### config.mk
export PLATFORM = sky130hd
export DESIGN_NAME = candidate_gen
export DESIGN_NICKNAME = d
export VERILOG_FILES = /design/src/rtl/candidate_gen_pkg.sv /design/src/rtl/candidate_gen_block_pack.sv /design/src/rtl/candidate_gen.sv
export SDC_FILE = /design/constraint.sdc
export NUM_CORES = 1
export LEC_CHECK = 0
export BUFFER_PORTS_ARGS = -buffer_cell sky130_fd_sc_hd__buf_4
export CAP_MARGIN = 5
export CELL_PAD_IN_SITES_DETAIL_PLACEMENT = 1
export CELL_PAD_IN_SITES_GLOBAL_PLACEMENT = 1
export CORE_AREA = 2 2 231 233
export DETAILED_ROUTE_END_ITERATION = 7
export DIE_AREA = 0 0 233 235
export PLACE_DENSITY_LB_ADDON = 0.3
export SLEW_MARGIN = 20
export SYNTH_ARGS = -nofsm -noshare
export SYNTH_HDL_FRONTEND = slang
export SYNTH_SLANG_ARGS = --single-unit
export TNS_END_PERCENT = 30
### constraint.sdc
create_clock -name clk -period 7.5 [get_ports clk]
set_input_delay 1.5 -clock clk [delete_from_list [all_inputs] [get_ports clk]]
set_output_delay 1.5 -clock clk [all_outputs]
set_load 0.02 [all_outputs]
### src/rtl/candidate_gen_pkg.sv
// Shared definitions for the NT-hash candidate generator: FSM states,
// block width and default charset bounds.
package candidate_gen_pkg;

  typedef enum logic [1:0] {
    StIdle = 2'd0,
    StEmit = 2'd1,
    StDone = 2'd2
  } state_e;

  localparam int unsigned MD4_BLOCK_W    = 512;
  localparam int unsigned MAX_LEN_LIMIT  = 27;
  localparam logic [7:0]  DEF_FIRST_CHAR = 8'h21;
  localparam logic [7:0]  DEF_LAST_CHAR  = 8'h7E;

endpackage

### src/rtl/candidate_gen_block_pack.sv
// Combinational packer: candidate characters and length to a padded MD4 block
// of the UTF-16LE encoding.
module nt_block_pack
  import candidate_gen_pkg::*;
#(
  parameter int unsigned MAX_LEN = 8
) (
  input  logic [MAX_LEN-1:0][7:0]  chars,
  input  logic [4:0]               cand_len,
  output logic [MD4_BLOCK_W-1:0]   block
);

  always_comb begin
    block = '0;
    for (int i = 0; i < MAX_LEN; i++) begin
      if (5'(i) < cand_len) begin
        block[16*i +: 8] = chars[i];
      end
    end
    // Terminator byte lands right after the last UTF-16 code unit.
    for (int i = 0; i <= MAX_LEN_LIMIT; i++) begin
      if (5'(i) == cand_len) begin
        block[16*i +: 8] = 8'h80;
      end
    end
    block[14*32 +: 32] = {23'd0, cand_len, 4'd0};
  end

endmodule

### src/rtl/candidate_gen.sv
// Password-candidate enumerator: odometer over a contiguous charset, shortest
// first, advancing only on divider tick cycles.
module candidate_gen
  import candidate_gen_pkg::*;
#(
  parameter logic [7:0]  FIRST_CHAR = DEF_FIRST_CHAR,
  parameter logic [7:0]  LAST_CHAR  = DEF_LAST_CHAR,
  parameter int unsigned MIN_LEN    = 1,
  parameter int unsigned MAX_LEN    = 8
) (
  input  logic                   clk,
  input  logic                   rst_n,
  input  logic                   tick,
  input  logic                   start,
  input  logic                   block_ready,
  output logic                   block_valid,
  output logic [MD4_BLOCK_W-1:0] block,
  output logic [4:0]             cand_len,
  output logic [63:0]            cand_index,
  output logic                   busy,
  output logic                   done
);

  localparam logic [MAX_LEN-1:0][7:0] AllFirst = {MAX_LEN{FIRST_CHAR}};

  state_e                  state_q;
  logic [MAX_LEN-1:0][7:0] chars_q, chars_inc;
  logic [4:0]              len_q;
  logic [63:0]             index_q;
  logic                    valid_q, busy_q, done_q;
  logic                    carry;

  // Increment the odometer within the active length; carry out means rollover.
  always_comb begin
    chars_inc = chars_q;
    carry     = 1'b1;
    for (int i = 0; i < MAX_LEN; i++) begin
      if (carry && (5'(i) < len_q)) begin
        if (chars_q[i] == LAST_CHAR) begin
          chars_inc[i] = FIRST_CHAR;
        end else begin
          chars_inc[i] = chars_q[i] + 8'd1;
          carry        = 1'b0;
        end
      end
    end
  end

  always_ff @(posedge clk or negedge rst_n) begin
    if (!rst_n) begin
      state_q <= StIdle;
      chars_q <= AllFirst;
      len_q   <= 5'(MIN_LEN);
      index_q <= '0;
      valid_q <= 1'b0;
      busy_q  <= 1'b0;
      done_q  <= 1'b0;
    end else if (tick) begin
      case (state_q)
        StIdle, StDone: begin
          if (start) begin
            state_q <= StEmit;
            chars_q <= AllFirst;
            len_q   <= 5'(MIN_LEN);
            index_q <= '0;
            valid_q <= 1'b1;
            busy_q  <= 1'b1;
            done_q  <= 1'b0;
          end
        end
        StEmit: begin
          if (block_ready) begin
            index_q <= index_q + 64'd1;
            if (carry) begin
              chars_q <= AllFirst;
              if (len_q == 5'(MAX_LEN)) begin
                state_q <= StDone;
                valid_q <= 1'b0;
                busy_q  <= 1'b0;
                done_q  <= 1'b1;
              end else begin
                len_q <= len_q + 5'd1;
              end
            end else begin
              chars_q <= chars_inc;
            end
          end
        end
        default: state_q <= StIdle;
      endcase
    end
  end

  nt_block_pack #(
    .MAX_LEN (MAX_LEN)
  ) u_pack (
    .chars    (chars_q),
    .cand_len (len_q),
    .block    (block)
  );

  assign block_valid = valid_q;
  assign busy        = busy_q;
  assign done        = done_q;
  assign cand_len    = len_q;
  assign cand_index  = index_q;

endmodule
==> results of run 1 <==
cells in the mapped netlist, drive strengths merged (3+ instances only):
library cell,instances
nand4,29
ha,22
a22o,6
a21oi,33
nand3,55
dfstp,17
mux2,3
or2,4
or4,7
or3,13
o31ai,15
inv,22
xnor2,28
nand4b,3
nor3,24
nor2,146
nand2b,13
dfrtp,120
a31oi,6
and4,6
o21ai,55
o2111ai,3
nand3b,5
buf,437
clkbuf,22
nand2,91
nor4,10
and2,48
xor2,47
o211ai,3
nor2b,14
and3,24
worst paths after layout:
path	depth (start not counted)	slack, ns	endpoint
max in group asynchronous	2	5.00	chars_q[52]$_DFFE_PN0P_
setup / recovery	5	2.92	block[5]
hold / removal	1	0.50	chars_q[62]$_DFFE_PN0P_
min in group asynchronous	1	1.08	cand_index[15]$_DFFE_PN0P_
hold reg to reg	1	0.50	chars_q[62]$_DFFE_PN0P_
setup reg to reg	6	3.60	state_q[0]$_DFFE_PN0P_
power breakdown:
group / switching [uW] / internal [uW] / leakage [uW] / total, uW
Clock: 363 / 536 / 0.000298 / 898
Sequential: 73.7 / 790 / 0.00183 / 864
Combinational: 463 / 122 / 0.00397 / 585
worst reg2reg max path, cell delays in order, from the launching register on:
cell and delay (ns):
dfrtp_1 0.51, or2_2 0.49, nor3_2 0.72, o221ai_1 0.47
o31ai_4 0.85, o2111ai_1 0.39, mux2_2 0.37
cell families after synthesis:
group	count (synthesis)	share of synthesized area (%)
compound gates	146	8.13
buf+inv	481	30.3
mux	4	0.388
xor+xnor	75	5.82
fa+ha+maj	22	2.44
flops	137	30.6
other cells	1	0.0332
simple gates	498	22.3
through the flow:
step / power (uW) / area (um2) / cells / hold WS (ns)
after floorplan: 1440 / 12900 / 1786 / 0.461
after global placement: 1450 / 11700 / 2188 / 0.491
after detailed placement: 1460 / 11700 / 2188 / 0.495
after CTS: 2380 / 12300 / 2220 / 0.507
after global routing: 2480 / 12300 / 2220 / 0.544
final: 2350 / 12300 / 2220 / 0.499
final cells by class:
| type | count | area, um2 |
|---|---|---|
| tap | 688 | 861 |
| multi-input combinational | 1168 | 6010 |
| inverter | 22 | 82.6 |
| clock inverter | 13 | 169 |
| clock buffer | 19 | 443 |
| sequential | 137 | 3450 |
| fill | 6402 | 39900 |
| timing repair buffer | 173 | 1300 |
state kept, by name (all words and copies together) (netlist names):
name,flops
busy,1
chars_q,64
state_q,2
cand_len,5
done,1
cand_index,64
layer usage:
metal,up-vias,part of all wire (%),global-route usage (%)
met4,0,1.0,2.41
met3,19,6.3,3.13
met5,-,0,0
met2,284,50,20.5
li1,4012,-,-
met1,4188,43,15.2
==> flow_metrics.env, run 1 <==
export IMPL_status="finished, final reports clean"
export IMPL_mostFrequentLayoutCells="conb_1, buf_4, nor2_1, dfrtp_1, nand2_1"
export IMPL_antenna_found_initial=0
export IMPL_rsz0062_at_grt="false"
export IMPL_dieArea_um2=54800
export IMPL_grt_pass1_vias=8378
export IMPL_ir_drop_mv=0.131
export IMPL_fin_crit_ns=4.58
export IMPL_worst_slack_ns=2.92
export IMPL_viasPerCell=3.83
export IMPL_critPathBufInv=1
export IMPL_clk_latency_ns=0.43
export IMPL_ios=589
export IMPL_crit_chain="or2_2 -> nor3_2 -> a22oi_1 -> and2_1 -> buf_4"
export IMPL_hold_viol=0
export IMPL_synth_top_area_cell="buf_4"
export IMPL_syn_inst=1364
export IMPL_numCtsBuffers=17
export IMPL_num_vias=8503
export IMPL_maxCapViolCount=0
export IMPL_synth_edf_count=0
export IMPL_postCtsHoldBufs=0
export IMPL_drc=0
export IMPL_portBuffers=165
export IMPL_core_um2=52200
export IMPL_dp_slack_ns=3.19
export IMPL_setup_tns_final_ns=0
export IMPL_skew_ns=0.0119
export IMPL_power_leakage_uw=0.00609
export IMPL_hold_path_class="register to register"
export IMPL_yosysWarnings=0
export IMPL_critPathKind="register to primary output"
export IMPL_drt_pass1_iter_count=4
export IMPL_nNetsFinal=1546
export IMPL_synth_area_um2=11300
export IMPL_slew_violations=0
export IMPL_num_rows=84
export IMPL_ys_seq_area_share_pct=30.6
export IMPL_h_tree_depth=4
export IMPL_fp_dieH_um=235
export IMPL_final_antenna_net_count=0
export IMPL_crit_required_ns=6.00
export IMPL_post_cts_buffers=0
export IMPL_cpLargestDelayFamily="simple AND/OR/NAND/NOR gates"
export IMPL_post_cts_resize_count=0
export IMPL_fp_dieW_um=233
export IMPL_clkTransAtPathRegs_ns=0.07
export IMPL_drive_above_1_share_pct=15.8
export IMPL_r2r_start="cand_len[3]$_DFFE_PN0P_"
export IMPL_finalCritPeriodShare_pct=61.1
export IMPL_fmax_mhz=218
export IMPL_setup_viol=0
export IMPL_ys_flop_type="dfrtp_1"
export IMPL_powerDensity_nw_per_um2=191
export IMPL_crit_slowest_cell="nor3_2"
export IMPL_place_congestion=0.782
export IMPL_yosysUniqueCellTypes=65
export IMPL_slew_headroom_pct=35.9
export IMPL_synth_top_area_share_pct=28.5
export IMPL_critPathCaptureType="primary output"
export IMPL_clkSinkCount=137
export IMPL_critPathMaxStageDelay_ns=0.72
export IMPL_hpwl_um=26800
export IMPL_ys_ff_latch=137
export IMPL_syn_area_per_cell_um2=8.27
export IMPL_area_growth_pct=9.13
export IMPL_worstPathArrival_ns=3.08
export IMPL_synthArstFlopShare_pct=100
export IMPL_grt_max_degree=70
export IMPL_start_util_pct=21.6
export IMPL_overflow=0
export IMPL_fin_util_pct=23.6
export IMPL_startpoint_type="register"
export IMPL_drt_total_wl_um=34200
export IMPL_cts_tree="yes"
export IMPL_min_from="chars_q[62]$_DFFE_PN0P_"
export IMPL_n_antenna_cell=0
export IMPL_layout_commonest_cell="conb_1"
export IMPL_cp_max_fo=15
export IMPL_wire_per_inst_um=15.4
export IMPL_cts_root_buf="clkbuf_16"
export IMPL_worst_slew_pin_slew_ns=0.962
export IMPL_synthTopCellsByArea="buf_4, dfrtp_1, nor2_1, dfstp_2, xor2_1"
export IMPL_gr_usage_all_layers_pct=12.0
export IMPL_cts_buffer_depth=2
export IMPL_grt_first_pass_wirelength_um=51600
export IMPL_cp_startpoint="cand_len[3]$_DFFE_PN0P_"
export IMPL_drtIter0Drc=328
Note: power is estimated with default switching activity, not from simulation.
==> run 2, diff against run 1 <==
--- a/config.mk
+++ b/config.mk
@@ -5,13 +5,14 @@
 export SDC_FILE = /design/constraint.sdc
 export NUM_CORES = 1
 export LEC_CHECK = 0
+export ABC_AREA = 1
 export BUFFER_PORTS_ARGS = -buffer_cell sky130_fd_sc_hd__buf_4
 export CAP_MARGIN = 5
 export CELL_PAD_IN_SITES_DETAIL_PLACEMENT = 1
 export CELL_PAD_IN_SITES_GLOBAL_PLACEMENT = 1
-export CORE_AREA = 2 2 231 233
+export CORE_AREA = 2 2 229 231
 export DETAILED_ROUTE_END_ITERATION = 7
-export DIE_AREA = 0 0 233 235
+export DIE_AREA = 0 0 231 233
 export PLACE_DENSITY_LB_ADDON = 0.3
 export SLEW_MARGIN = 20
 export SYNTH_ARGS = -nofsm -noshare
==> constraint.sdc (replaced) <==
create_clock -name clk -period 4.6 [get_ports clk]
set_input_delay 0.92 -clock clk [delete_from_list [all_inputs] [get_ports clk]]
set_output_delay 0.92 -clock clk [all_outputs]
set_load 0.02 [all_outputs]
==> flow_metrics.env, run 2 <==
export IMPL_status="finished, final reports clean"
export IMPL_dieArea_um2=53800
export IMPL_startpoint_type="register"
export IMPL_layout_commonest_cell="conb_1"
export IMPL_maxCapViolCount=0
export IMPL_fin_area_um2=13500
export IMPL_yosysUniqueCellTypes=53
export IMPL_worst_slew_pin_slew_ns=1.01
export IMPL_hold_viol=0
export IMPL_synth_xor_xnor_area_share_pct=2.31
export IMPL_post_cts_buffers=0
export IMPL_mostFrequentLayoutCells="conb_1, nand2_1, inv_1, nor2_1, buf_4"
export IMPL_setup_viol=0
export IMPL_powerDensity_nw_per_um2=372
export IMPL_synth_top_area_cell="buf_4"
export IMPL_worst_r2r_path_depth=8
export IMPL_ys_seq_area_share_pct=27.5
export IMPL_post_cts_resize_count=0
export IMPL_fin_cells=2596
export IMPL_n_antenna_cell=0
export IMPL_placed_area_um2=12900
export IMPL_combPwrFrac_pct=41.6
export IMPL_hold_path_class="register to register"
export IMPL_fin_crit_ns=3.48
export IMPL_syn_area_per_cell_um2=7.18
export IMPL_drc=0
export IMPL_yosys_area_share_adder_pct=2.20
export IMPL_num_vias=10679
export IMPL_seqPwrFrac_pct=31.3
export IMPL_synth_top_area_share_pct=25.8
export IMPL_ys_flop_type="dfrtp_1"
export IMPL_synthTopCellsByArea="buf_4, dfrtp_1, nand2_1, inv_1, nor2_1"
export IMPL_dp_cells=2565
export IMPL_clkTransAtPathRegs_ns=0.06
export IMPL_min_to="chars_q[8]$_DFFE_PN1P_"
export IMPL_r2r_slack_ns=1.64
export IMPL_fmax_mhz=287
export IMPL_slew_violations=0
export IMPL_swShare_pct=47.2
export IMPL_drt_total_wl_um=40600
export IMPL_netlist_top_cells_count="buf_4, nand2_1, inv_1, nor2_1, dfrtp_1"
export IMPL_worstPathArrival_ns=2.56
export IMPL_cts_tree="yes"
export IMPL_synth_area_um2=12500
export IMPL_p_sw_uw=2360
export IMPL_drt_pass1_iter_count=5
export IMPL_hpwl_um=32300
export IMPL_drive_above_1_share_pct=14.1
export IMPL_ir_drop_mv=0.271
export IMPL_syn_inst=1746
export IMPL_grt_first_pass_wirelength_um=61100
export IMPL_fin_util_pct=26.3
export IMPL_power_leakage_uw=0.00652
export IMPL_nNetsFinal=1931
export IMPL_place_congestion=0.851
export IMPL_fillers=6537
export IMPL_setup_tns_final_ns=0
export IMPL_slew_headroom_pct=32.6
export IMPL_clk_latency_ns=0.48
export IMPL_wire_per_inst_um=15.6
export IMPL_critPathCaptureType="primary output"
export IMPL_viasPerCell=4.11
export IMPL_synth_top_family_by_area="buffers and inverters"
export IMPL_skew_ns=0.0128
export IMPL_fp_dieW_um=231
export IMPL_cts_root_buf="clkbuf_16"
export IMPL_cts_buffer_depth=2
export IMPL_clockPowerShare_pct=27.2
export IMPL_overflow=0
export IMPL_drtIter0Drc=574
export IMPL_synth_edf_count=0
export IMPL_critPathKind="register to primary output"
export IMPL_final_antenna_net_count=0
export IMPL_core_um2=51100
export IMPL_clkSinkCount=137
export IMPL_numCtsBuffers=17
export IMPL_start_util_pct=24.5
export IMPL_cp_max_fo=10
export IMPL_synth_mux_area_share_pct=0
export IMPL_gr_usage_all_layers_pct=14.7
export IMPL_rsz0062_at_grt="false"
export IMPL_r2r_start="state_q[0]$_DFFE_PN0P_"
export IMPL_fp_dieH_um=233
export IMPL_antenna_found_initial=0
export IMPL_grt_max_degree=94
export IMPL_grt_pass1_vias=10605
export IMPL_synthArstFlopShare_pct=100
export IMPL_yosys_area_share_simple_pct=28.3
export IMPL_area_growth_pct=7.33
export IMPL_yosysWarnings=0
export IMPL_r2r_end="cand_index[12]$_DFFE_PN0P_"
export IMPL_h_tree_depth=4
export IMPL_num_rows=83
export IMPL_min_from="chars_q[8]$_DFFE_PN1P_"
export IMPL_min_path_cells=2
export IMPL_yosysMostFrequentCell="buf_4"
export IMPL_finalCritPeriodShare_pct=75.7
export IMPL_synth_compound_area_share_pct=7.18
export IMPL_intPower_uw=2650
export IMPL_postCtsHoldBufs=0
export IMPL_ys_ff_latch=137
export IMPL_crit_required_ns=3.68
export IMPL_ios=589
export IMPL_portBuffers=165
## run 2: cell types whose count changed after synthesis, moves of 37 or more
cell     previous run  this run
nand2_1            91       274
inv_1              22       183
nor3_1             20        80
and2_1             48         1
nand3_1            55        93
nor2_1            146       183
## run 2: power groups by stage
stage	Clock (uW)	Sequential (uW)	Combinational, uW
after floorplan	0	1550	1750
after global placement	0	1580	2070
after detailed placement	0	1590	2110
after CTS	1420	1570	2110
after global routing	1460	1590	2320
final	1360	1570	2080
## run 2: worst max path at each step
stage	end	slack (ns)	cells after the start	from
final	block[0]	1.12	6	cand_len[0]$_DFFE_PN1P_
after global routing	block[0]	0.84	6	cand_len[0]$_DFFE_PN1P_
after CTS	block[0]	0.97	6	cand_len[0]$_DFFE_PN1P_
after detailed placement	cand_index[12]$_DFFE_PN0P_	1.14	9	tick
after global placement	cand_index[12]$_DFFE_PN0P_	1.27	9	start
after floorplan	block[64]	1.91	5	cand_len[0]$_DFFE_PN1P_
## run 2: routing by layer
| metal | global-route usage [%] | wire length [um] | up-vias |
|---|---|---|---|
| li1 | - | - | 5080 |
| met3 | 3.27 | 2090 | 36 |
| met1 | 18.8 | 18000 | 5206 |
| met4 | 4.29 | 673 | 0 |
| met5 | 0 | 0 | - |
| met2 | 24.8 | 19800 | 357 |
## run 2: cell type report
type                    instances  area (um2)  area share, %
multi-input cells            1387        6600           49.1
flip-flops and latches        137        3450           25.6
repair buffers                171        1290           9.57
well taps                     680         851           6.32
inverters                     190         713           5.30
clock buffers                  25         485           3.61
clock inverters                 6        68.8          0.511
## run 2: cell families after synthesis
| group | Yosys count |
|---|---|
| DFF | 137 |
| xor gates and xnor gates | 33 |
| AOI/OAI and AO/OA | 159 |
| adders and majority gates | 22 |
| buffers and inverters | 644 |
| other | 1 |
| and+or+nand+nor | 750 |
## run 2: critical path: stages (launching register included)
cell,delay (ns)
dfstp_2,0.67
inv_1,0.17
ha_1,0.25
nand2_1,0.26
nor2_1,0.19
nor3_1,0.34
buf_4,0.21
## run 2: metrics by stage
step           hold WS [ns]  power, uW  setup slack [ns]
2_1_floorplan         0.445       3300              1.91
3_3_place_gp          0.468       3660              1.27
3_5_place_dp          0.478       3700              1.14
4_1_cts               0.487       5100             0.968
5_1_grt               0.518       5370             0.844
6_report              0.488       5010              1.12
==> run 3, diff against run 2 <==
==> constraint.sdc (replaced) <==
create_clock -name clk -period 3.5 [get_ports clk]
set_input_delay 0.7 -clock clk [delete_from_list [all_inputs] [get_ports clk]]
set_output_delay 0.7 -clock clk [all_outputs]
set_load 0.02 [all_outputs]
==> flow_metrics.env, run 3 (synthesis gave the netlist of run 2 again) <==
export IMPL_grt_max_degree=60
export IMPL_crit_chain="inv_1 -> nor2_1 -> inv_1 -> nor2_1 -> nor3_1 -> buf_4"
export IMPL_clkTransAtPathRegs_ns=0.06
export IMPL_intPower_uw=3440
export IMPL_fin_crit_ns=3.23
export IMPL_critPathCaptureType="primary output"
export IMPL_antenna_found_initial=0
export IMPL_worstPathArrival_ns=2.53
export IMPL_n_antenna_cell=0
export IMPL_viasPerCell=4.11
export IMPL_clockPowerShare_pct=26.8
export IMPL_area_growth_pct=7.71
export IMPL_crit_required_ns=2.80
export IMPL_worst_slew_pin_slew_ns=0.656
export IMPL_ios=589
export IMPL_fmax_mhz=309
export IMPL_postCtsHoldBufs=0
export IMPL_wire_per_inst_um=15.6
export IMPL_top_layer="met4"
export IMPL_grt_pass1_vias=10529
export IMPL_finalCritPeriodShare_pct=92.3
export IMPL_overflow=0
export IMPL_core_um2=51100
export IMPL_slew_headroom_pct=56.3
export IMPL_setup_viol=0
export IMPL_cts_root_buf="clkbuf_16"
export IMPL_drt_total_wl_um=40500
export IMPL_swShare_pct=47.7
export IMPL_fin_cells=2602
export IMPL_cts_tree="yes"
export IMPL_critPathKind="register to primary output"
export IMPL_post_cts_resize_count=0
export IMPL_wl_met2_um=19600
export IMPL_power_leakage_uw=0.00656
export IMPL_maxCapViolCount=0
export IMPL_nNetsFinal=1936
export IMPL_drt_pass1_iter_count=5
export IMPL_startpoint_type="register"
export IMPL_hpwl_um=32500
export IMPL_drive_above_1_share_pct=14.6
export IMPL_num_vias=10685
export IMPL_worst_slack_ns=0.268
export IMPL_powerDensity_nw_per_um2=486
export IMPL_critPathBufInv=3
export IMPL_seqPwrFrac_pct=31.3
export IMPL_skew_ns=0.0124
export IMPL_mostFrequentLayoutCells="conb_1, nand2_1, inv_1, nor2_1, buf_4"
export IMPL_place_congestion=0.853
export IMPL_wl_met3_um=2190
export IMPL_hold_viol=0
export IMPL_hold_path_class="input pin to asynchronous set/reset pin"
export IMPL_final_antenna_net_count=0
export IMPL_start_util_pct=24.5
export IMPL_post_cts_buffers=0
export IMPL_status="finished, final reports clean"
export IMPL_h_tree_depth=4
export IMPL_m1WireLength_um=18000
export IMPL_dieArea_um2=53800
export IMPL_cts_buffer_depth=2
export IMPL_drc=0
export IMPL_ir_drop_mv=0.331
export IMPL_rsz0062_at_grt="false"
export IMPL_cp_max_fo=12
export IMPL_layout_commonest_cell="conb_1"
export IMPL_clkSinkCount=137
export IMPL_fp_dieH_um=233
export IMPL_cpLargestDelayFamily="simple AND/OR/NAND/NOR gates"
export IMPL_setup_tns_final_ns=0
export IMPL_critPathMaxStageDelay_ns=0.71
export IMPL_drtIter0Drc=482
export IMPL_portBuffers=165
export IMPL_dp_slack_ns=0.657
export IMPL_fp_dieW_um=231
export IMPL_crit_slowest_cell="dfrtp_1"
export IMPL_dp_cells=2570
export IMPL_num_rows=83
export IMPL_slew_violations=0
export IMPL_clk_latency_ns=0.48
export IMPL_numCtsBuffers=17
export IMPL_grt_first_pass_wirelength_um=60800
export IMPL_combPwrFrac_pct=41.9
export IMPL_gr_usage_all_layers_pct=14.7
export IMPL_p_sw_uw=3130
run 3: cell type report:
cell class / count / area (um2)
fill: 6489 / 37600
clock inverter: 10 / 67.6
timing repair buffer: 176 / 1340
sequential: 137 / 3450
multi-input combinational: 1387 / 6600
clock buffer: 22 / 484
tap: 680 / 851
inverter: 190 / 713
run 3: per-stage QoR:
stage | total power (uW) | area [um2] | utilization (%) | hold slack, ns
final | 6570 | 13500 | 26.4 | 0.241
after global routing | 7030 | 13500 | 26.4 | 0.264
after CTS | 6690 | 13500 | 26.4 | 0.232
after detailed placement | 4860 | 13000 | 25.4 | 0.478
after global placement | 4810 | 13000 | 25.4 | 0.472
after floorplan | 4340 | 14100 | - | 0.404
run 3: final timing paths:
path                                              start                          to  slack (ns)  cells past startpoint
min in group clk                 chars_q[8]$_DFFE_PN1P_      chars_q[8]$_DFFE_PN1P_        0.48                      2
worst min-delay path                              rst_n  cand_index[57]$_DFFE_PN0P_        0.24                      1
worst min register to register   chars_q[8]$_DFFE_PN1P_      chars_q[8]$_DFFE_PN1P_        0.48                      2
worst max register to register  cand_len[3]$_DFFE_PN0P_     cand_len[3]$_DFFE_PN0P_        0.98                     12
worst max-delay path            cand_len[2]$_DFFE_PN0P_                   block[64]        0.27                      6
max in group asynchronous                         rst_n     chars_q[37]$_DFFE_PN1P_        2.47                      2
run 3: worst reg2reg max path: stages, from the launching register on:
cell and delay, ns:
dfrtp_1 0.60, nor2_8 0.38, nand3_1 0.23, nand2_1 0.15, nand3_2 0.12, nor2_4 0.17
nand4_4 0.13, nand2_4 0.15, nand2_4 0.11, nor2_8 0.17, nand2_4 0.08, nand2_1 0.07
nand2_1 0.05
run 3: layer usage:
metal  up-vias  track usage [%]
met5         -                0
met4         0             4.80
met3        34             3.03
met2       357             24.4
met1      5207             19.0
li1       5087                -
run 3: power by group through the flow:
stage | combinational (uW) | sequential [uW] | clock [uW]
after floorplan | 2300 | 2040 | 0
after detailed placement | 2780 | 2080 | 0
final | 2750 | 2050 | 1760
after global placement | 2750 | 2070 | 0
after global routing | 3060 | 2090 | 1880
after CTS | 2790 | 2060 | 1840
